[config.mk]
export PLATFORM = sky130hd
export DESIGN_NAME = d_mem_sync
export DESIGN_NICKNAME = d
export VERILOG_FILES = /design/src/rtl/d_mem_sync.sv
export SDC_FILE = /design/constraint.sdc
export NUM_CORES = 2
export LEC_CHECK = 0
export BUFFER_PORTS_ARGS = -buffer_cell sky130_fd_sc_hd__buf_4
export CAP_MARGIN = 20
export CORE_ASPECT_RATIO = 0.7
export CORE_UTILIZATION = 60
export CTS_BUF_LIST = sky130_fd_sc_hd__clkbuf_2
export CTS_CLUSTER_DIAMETER = 40
export DETAILED_ROUTE_END_ITERATION = 6
export GPL_TIMING_DRIVEN = 0
export MAX_ROUTING_LAYER = met4
export PLACE_DENSITY = 0.76
export SETUP_SLACK_MARGIN = 0.05
export SLEW_MARGIN = 0
export SYNTH_ARGS = -nofsm -noshare
export SYNTH_HDL_FRONTEND = slang
export SYNTH_SLANG_ARGS = --single-unit
[constraint.sdc]
create_clock -name clk -period 17.2 [get_ports clk]
set_input_delay 5.16 -clock clk [delete_from_list [all_inputs] [get_ports clk]]
set_output_delay 5.16 -clock clk [all_outputs]
set_load 0.1 [all_outputs]
[src/rtl/d_mem_sync.sv]
// d_mem_sync - synchronous data memory for the cpu datapath.
//
// One write port and one registered read port with a valid flag. After reset
// a built-in init sequencer walks every word once: the first INIT_LEN words get
// the Fibonacci sequence 0,1,1,2,3,5,... (wrapping modulo 2**DATA_W), all others
// get zero. Requests are accepted only once ready is high.
//
// Build option:
//   D_MEM_FWD_EN  defined    -> same-address read+write returns the new wr_data
//                 undefined  -> same-address read+write returns the old word
//
// Ports:
//   clk       in   1       clock, rising edge
//   rst       in   1       synchronous active-high reset
//   ready     out  1       init finished, requests accepted
//   wr_en     in   1       write strobe
//   wr_addr   in   ADDR_W  write address (>= DEPTH is dropped)
//   wr_data   in   DATA_W  write data
//   rd_en     in   1       read strobe
//   rd_addr   in   ADDR_W  read address (>= DEPTH reads 0)
//   rd_data   out  DATA_W  registered read data
//   rd_valid  out  1       one-cycle pulse, rd_data is new this cycle
module d_mem_sync #(
  parameter int DATA_W   = 8,
  parameter int ADDR_W   = 8,
  parameter int DEPTH    = 1 << ADDR_W,
  parameter int INIT_LEN = 8
) (
  input  logic              clk,
  input  logic              rst,
  output logic              ready,
  input  logic              wr_en,
  input  logic [ADDR_W-1:0] wr_addr,
  input  logic [DATA_W-1:0] wr_data,
  input  logic              rd_en,
  input  logic [ADDR_W-1:0] rd_addr,
  output logic [DATA_W-1:0] rd_data,
  output logic              rd_valid
);

  typedef enum logic {INIT, RUN} state_e;

  // Comparisons are done one bit wider so DEPTH == 2**ADDR_W still fits.
  localparam logic [ADDR_W:0]   DEPTH_W   = (ADDR_W+1)'(DEPTH);
  localparam logic [ADDR_W:0]   INITLEN_W = (ADDR_W+1)'(INIT_LEN);
  localparam logic [ADDR_W-1:0] LAST_IDX  = ADDR_W'(DEPTH - 1);

  state_e              state_q, state_d;
  logic [ADDR_W-1:0]   idx_q, idx_d;
  logic [DATA_W-1:0]   fa_q, fa_d;
  logic [DATA_W-1:0]   fb_q, fb_d;
  logic [DATA_W-1:0]   rd_data_q, rd_data_d;
  logic                rd_valid_q, rd_valid_d;

  logic [DATA_W-1:0]   mem [DEPTH];

  logic                init_we;
  logic [DATA_W-1:0]   init_word;
  logic                wr_in_range;
  logic                rd_in_range;
  logic                wr_ok;
  logic                fwd_hit;

  // State register: FSM, init sequencer and read output registers.
  always_ff @(posedge clk) begin
    if (rst) begin
      state_q    <= INIT;
      idx_q      <= '0;
      fa_q       <= '0;
      fb_q       <= DATA_W'(1);
      rd_data_q  <= '0;
      rd_valid_q <= 1'b0;
    end else begin
      state_q    <= state_d;
      idx_q      <= idx_d;
      fa_q       <= fa_d;
      fb_q       <= fb_d;
      rd_data_q  <= rd_data_d;
      rd_valid_q <= rd_valid_d;
    end
  end

  // Next-state logic: INIT walks idx across the whole array once while the
  // Fibonacci pair advances every step, then RUN is held until reset.
  always_comb begin
    state_d = state_q;
    idx_d   = idx_q;
    fa_d    = fa_q;
    fb_d    = fb_q;
    case (state_q)
      INIT: begin
        fa_d = fb_q;
        fb_d = fa_q + fb_q;
        if (idx_q == LAST_IDX) begin
          state_d = RUN;
        end else begin
          idx_d = idx_q + 1'b1;
        end
      end
      RUN: begin
        state_d = RUN;
      end
      default: begin
        state_d = INIT;
      end
    endcase
  end

  // Output logic: init write word, request qualification and read mux.
  always_comb begin
    ready       = (state_q == RUN);
    init_we     = (state_q == INIT);
    init_word   = ({1'b0, idx_q} < INITLEN_W) ? fa_q : '0;
    wr_in_range = ({1'b0, wr_addr} < DEPTH_W);
    rd_in_range = ({1'b0, rd_addr} < DEPTH_W);
    wr_ok       = ready && wr_en && wr_in_range;
`ifdef D_MEM_FWD_EN
    fwd_hit     = wr_ok && (wr_addr == rd_addr);
`else
    fwd_hit     = 1'b0;
`endif
    rd_valid_d  = ready && rd_en;
    rd_data_d   = rd_data_q;
    if (rd_valid_d) begin
      if (!rd_in_range) begin
        rd_data_d = '0;
      end else if (fwd_hit) begin
        rd_data_d = wr_data;
      end else begin
        rd_data_d = mem[rd_addr];
      end
    end
  end

  // Storage array: no reset, it is rewritten by the init sequencer instead.
  always_ff @(posedge clk) begin
    if (!rst) begin
      if (init_we) begin
        mem[idx_q] <= init_word;
      end else if (wr_ok) begin
        mem[wr_addr] <= wr_data;
      end
    end
  end

  assign rd_data  = rd_data_q;
  assign rd_valid = rd_valid_q;

endmodule

==> impl_metrics.env <==
export IMPL_status="complete, no violations"
export IMPL_cts_buffer_depth=4
export IMPL_layout_common_cells="edfxtp_1 (2048), clkbuf_2 (682), mux4_2 (513)"
export IMPL_htree_num_levels=5
export IMPL_clkTransAtPathRegs_ns=0.11
export IMPL_whs_ns=0.512
export IMPL_root_buffer="clkbuf_2"
export IMPL_ir_drop_mv=0.100
export IMPL_cts_tree="done"
export IMPL_p_switching_mw=2.37
export IMPL_ys_seq_elements=2082
export IMPL_synth_area_um2=80700
export IMPL_clk_latency_ns=1.94
export IMPL_synth_avg_cell_area_um2=21.3
export IMPL_drt_wl_total_mm=230
export IMPL_die_w_um=440
export IMPL_synth_distinct_cells=51
export IMPL_yosysTopAreaCell="edfxtp_1"
export IMPL_ys_seq_area_share_pct=77.0
export IMPL_nets=4379
export IMPL_synth_nets=3831
export IMPL_worstSetupEndpointType="flop"
export IMPL_final_common_cell="edfxtp_1"
export IMPL_maxCapViolations=0
export IMPL_synth_top_flop_cell="edfxtp_1"
export IMPL_r2r_start="ready"
export IMPL_drt_iter0_markers=8032
export IMPL_pwr_share_seq_pct=60.9
export IMPL_vias=44483
export IMPL_grt_pass1_vias=42081
export IMPL_post_place_ws_ns=7.70
export IMPL_coreArea_um2=133000
export IMPL_pwr_share_comb_pct=7.1
export IMPL_final_layout_size_suffix_gt1_share_pct=30.1
export IMPL_cts_setup_buffers=0
export IMPL_cpPeakStageDelay_ns=0.99
export IMPL_antenna_found_initial=11
export IMPL_rsz0062_at_grt="false"
export IMPL_fin_cells=6449
export IMPL_clock_power_share_pct=32.0
export IMPL_tns_ns=0
export IMPL_startpoint_type="primary input"
export IMPL_grt_pass1_wl_mm=315
export IMPL_reg2regPathDepth=8
export IMPL_setup_worst_path_start="rst"
export IMPL_cts_sinks=2082
export IMPL_cts_hold_buf=0
export IMPL_setup_viol=0
export IMPL_viasPerCell=6.90
export IMPL_postRouteAntennaNets=0
export IMPL_cp_top_family="buffers and inverters"
export IMPL_crit_required_ns=18.65
export IMPL_worst_path_buf_inv=5
export IMPL_crit_type="in2reg"
export IMPL_drc=0
export IMPL_hold_violations=0
export IMPL_n_fill_cell=8668
export IMPL_synth_cells=3794
export IMPL_grt_overflow=0
export IMPL_netlist_area_leader_share_pct=76.2
export IMPL_pin_count=38
export IMPL_grt_usage_pct=35.2
export IMPL_synth_area_leaders="edfxtp_1 (76%), mux4_2 (14%), mux2i_1 (1.7%)"
export IMPL_dieArea_um2=136000
export IMPL_worstPathCellList="buf_4 > clkbuf_1 > a21oi_1 > clkbuf_1 > nand3_1 > clkbuf_1 > buf_8 > nor2_1"
export IMPL_drt_wirelength_per_cell_um=35.6
export IMPL_worst_slew_pin_slew_ns=1.26
export IMPL_power_internal_mw=6.92
export IMPL_cp_num_cells=8
export IMPL_dp_cells=5641
export IMPL_power_density_nw_per_um2=105
export IMPL_grt_max_degree=93
export IMPL_timing_final_ws_setup_ns=9.21
export IMPL_yosys_warnings=0
export IMPL_post_cts_resized=0
export IMPL_area_delta_synth_final_pct=9.36
export IMPL_fmax_ghz=0.125
export IMPL_port_buffers=33
export IMPL_hp_class="reg2reg"
export IMPL_period_share_pct=46.4
export IMPL_num_rows=112
export IMPL_p_sw_share_pct=25.5
export IMPL_maxSlewViolCount=0
export IMPL_numCtsBuffers=457
export IMPL_synth_edf_count=2048
export IMPL_initial_utilization_pct=60.5
export IMPL_gp_congestion=1.05
export IMPL_drtPass1Iterations=6
export IMPL_async_flop_share_pct=0
export IMPL_dp_hpwl_mm=157
export IMPL_critPathMaxFanout=10
export IMPL_fin_skew_ns=0.158
export IMPL_min_period_ns=7.99
export IMPL_cp_slowest_cell="a21oi_1"
export IMPL_critPathArrivalTime_ns=9.43
export IMPL_cpMostUsedCell="clkbuf_1"
export IMPL_power_leakage_nw=29.0
export IMPL_die_y_um=309
export IMPL_relSlewSlack_pct=15.2
export IMPL_hold_depth=1
export IMPL_min_delay_start="fb_q[0]"
-- cell usage after synthesis, types with 2 or more instances --
cell type,instances
o221ai_1,4
nand2_1,71
nor2b_1,12
a211oi_1,19
nand2b_1,21
nand3_1,57
buf_1,25
o22a_1,13
nor3_1,10
mux2i_1,139
xnor2_1,7
a21oi_1,10
clkbuf_1,107
or3_1,4
nand3b_1,11
inv_1,3
a22oi_1,80
o22ai_1,50
nand4_1,24
o21ai_1,6
o211ai_1,8
xor2_1,5
buf_6,9
o21bai_1,2
o21ai_0,31
buf_2,47
a22o_1,8
a221oi_1,8
o31ai_1,4
edfxtp_1,2048
ha_1,8
buf_4,34
nor2_1,314
nor4_1,7
o2111ai_1,14
a21o_1,2
and2_1,13
mux4_2,513
dfxtp_1,34
-- state kept, by name, indices dropped and copies added, names as in the netlist --
signal	flops
idx_q	8
rd_data	8
fa_q	8
rd_valid	1
ready	1
fb_q	8
mem	2048
-- worst reg2reg max path: stages, from the launching register on --
cell      delay (ns)
dfxtp_1         0.35
buf_2           0.19
nand3b_1        0.28
clkbuf_1        0.31
o21ai_1         0.74
nand3_1         0.97
clkbuf_1        0.61
buf_8           0.31
nor2_1          0.78
-- cell families (layout without fill, tap and decap cells) --
kind of cell	Yosys count	in the layout	share of synthesized area [%]
AO/OA/AOI/OAI	263	263	2.30
XOR/XNOR	12	12	0.130
multiplexers	653	653	16.0
other	0	14	0
adder cells (fa/ha/maj)	9	9	0.149
flip-flops	2082	2082	77.0
AND/OR/NAND/NOR	550	550	2.99
buffers and inverters	225	1099	1.36
-- power by group through the flow --
stage / clock (mW) / sequential (mW) / combinational (mW)
detailed placement: 0 / 5.77 / 0.639
global placement: 0 / 5.85 / 0.575
floorplan: 0 / 5.81 / 0.335
finish: 2.97 / 5.66 / 0.663
CTS: 2.96 / 5.66 / 0.640
global route: 3.19 / 5.66 / 0.678
-- metal layers --
| metal | vias up | global-route usage [%] | share of wire (%) |
|---|---|---|---|
| met1 | 22715 | 50.4 | 37 |
| met4 | 0 | 12.1 | 3.3 |
| met5 | - | - | 0 |
| li1 | 17219 | - | - |
| met2 | 4067 | 44.7 | 41 |
| met3 | 482 | 16.2 | 19 |
-- metrics by stage --
step           power [mW]  utilization (%)  area [µm²]
3_5_place_dp         6.41             63.2       84300
4_1_cts              9.25             66.1       88200
3_3_place_gp         6.43             62.4       83200
6_report             9.29             66.2       88300
2_1_floorplan        6.14                -       80700
5_1_grt              9.52             66.2       88300
-- area by class of cell --
class | instances | area, µm² | share of cell area [%]
timing repair buffer | 89 | 1360 | 1.54
inverter | 3 | 11.3 | 0.0128
sequential | 2082 | 62200 | 70.4
clock buffer | 674 | 3370 | 3.82
tap | 1767 | 2210 | 2.50
multi-input combinational | 1487 | 17500 | 19.9
buffer | 222 | 1100 | 1.24
clock inverter | 111 | 492 | 0.557
antenna | 14 | 35.0 | 0.0397
-- final timing paths --
check | slack (ns) | endpoint
worst max-delay path | 9.21 | mem[50][1]
worst min-delay path | 0.51 | fb_q[0]
worst max register to register | 12.32 | mem[50][1]
worst min register to register | 0.51 | fb_q[0]
Power figures use the tool's default switching activity.
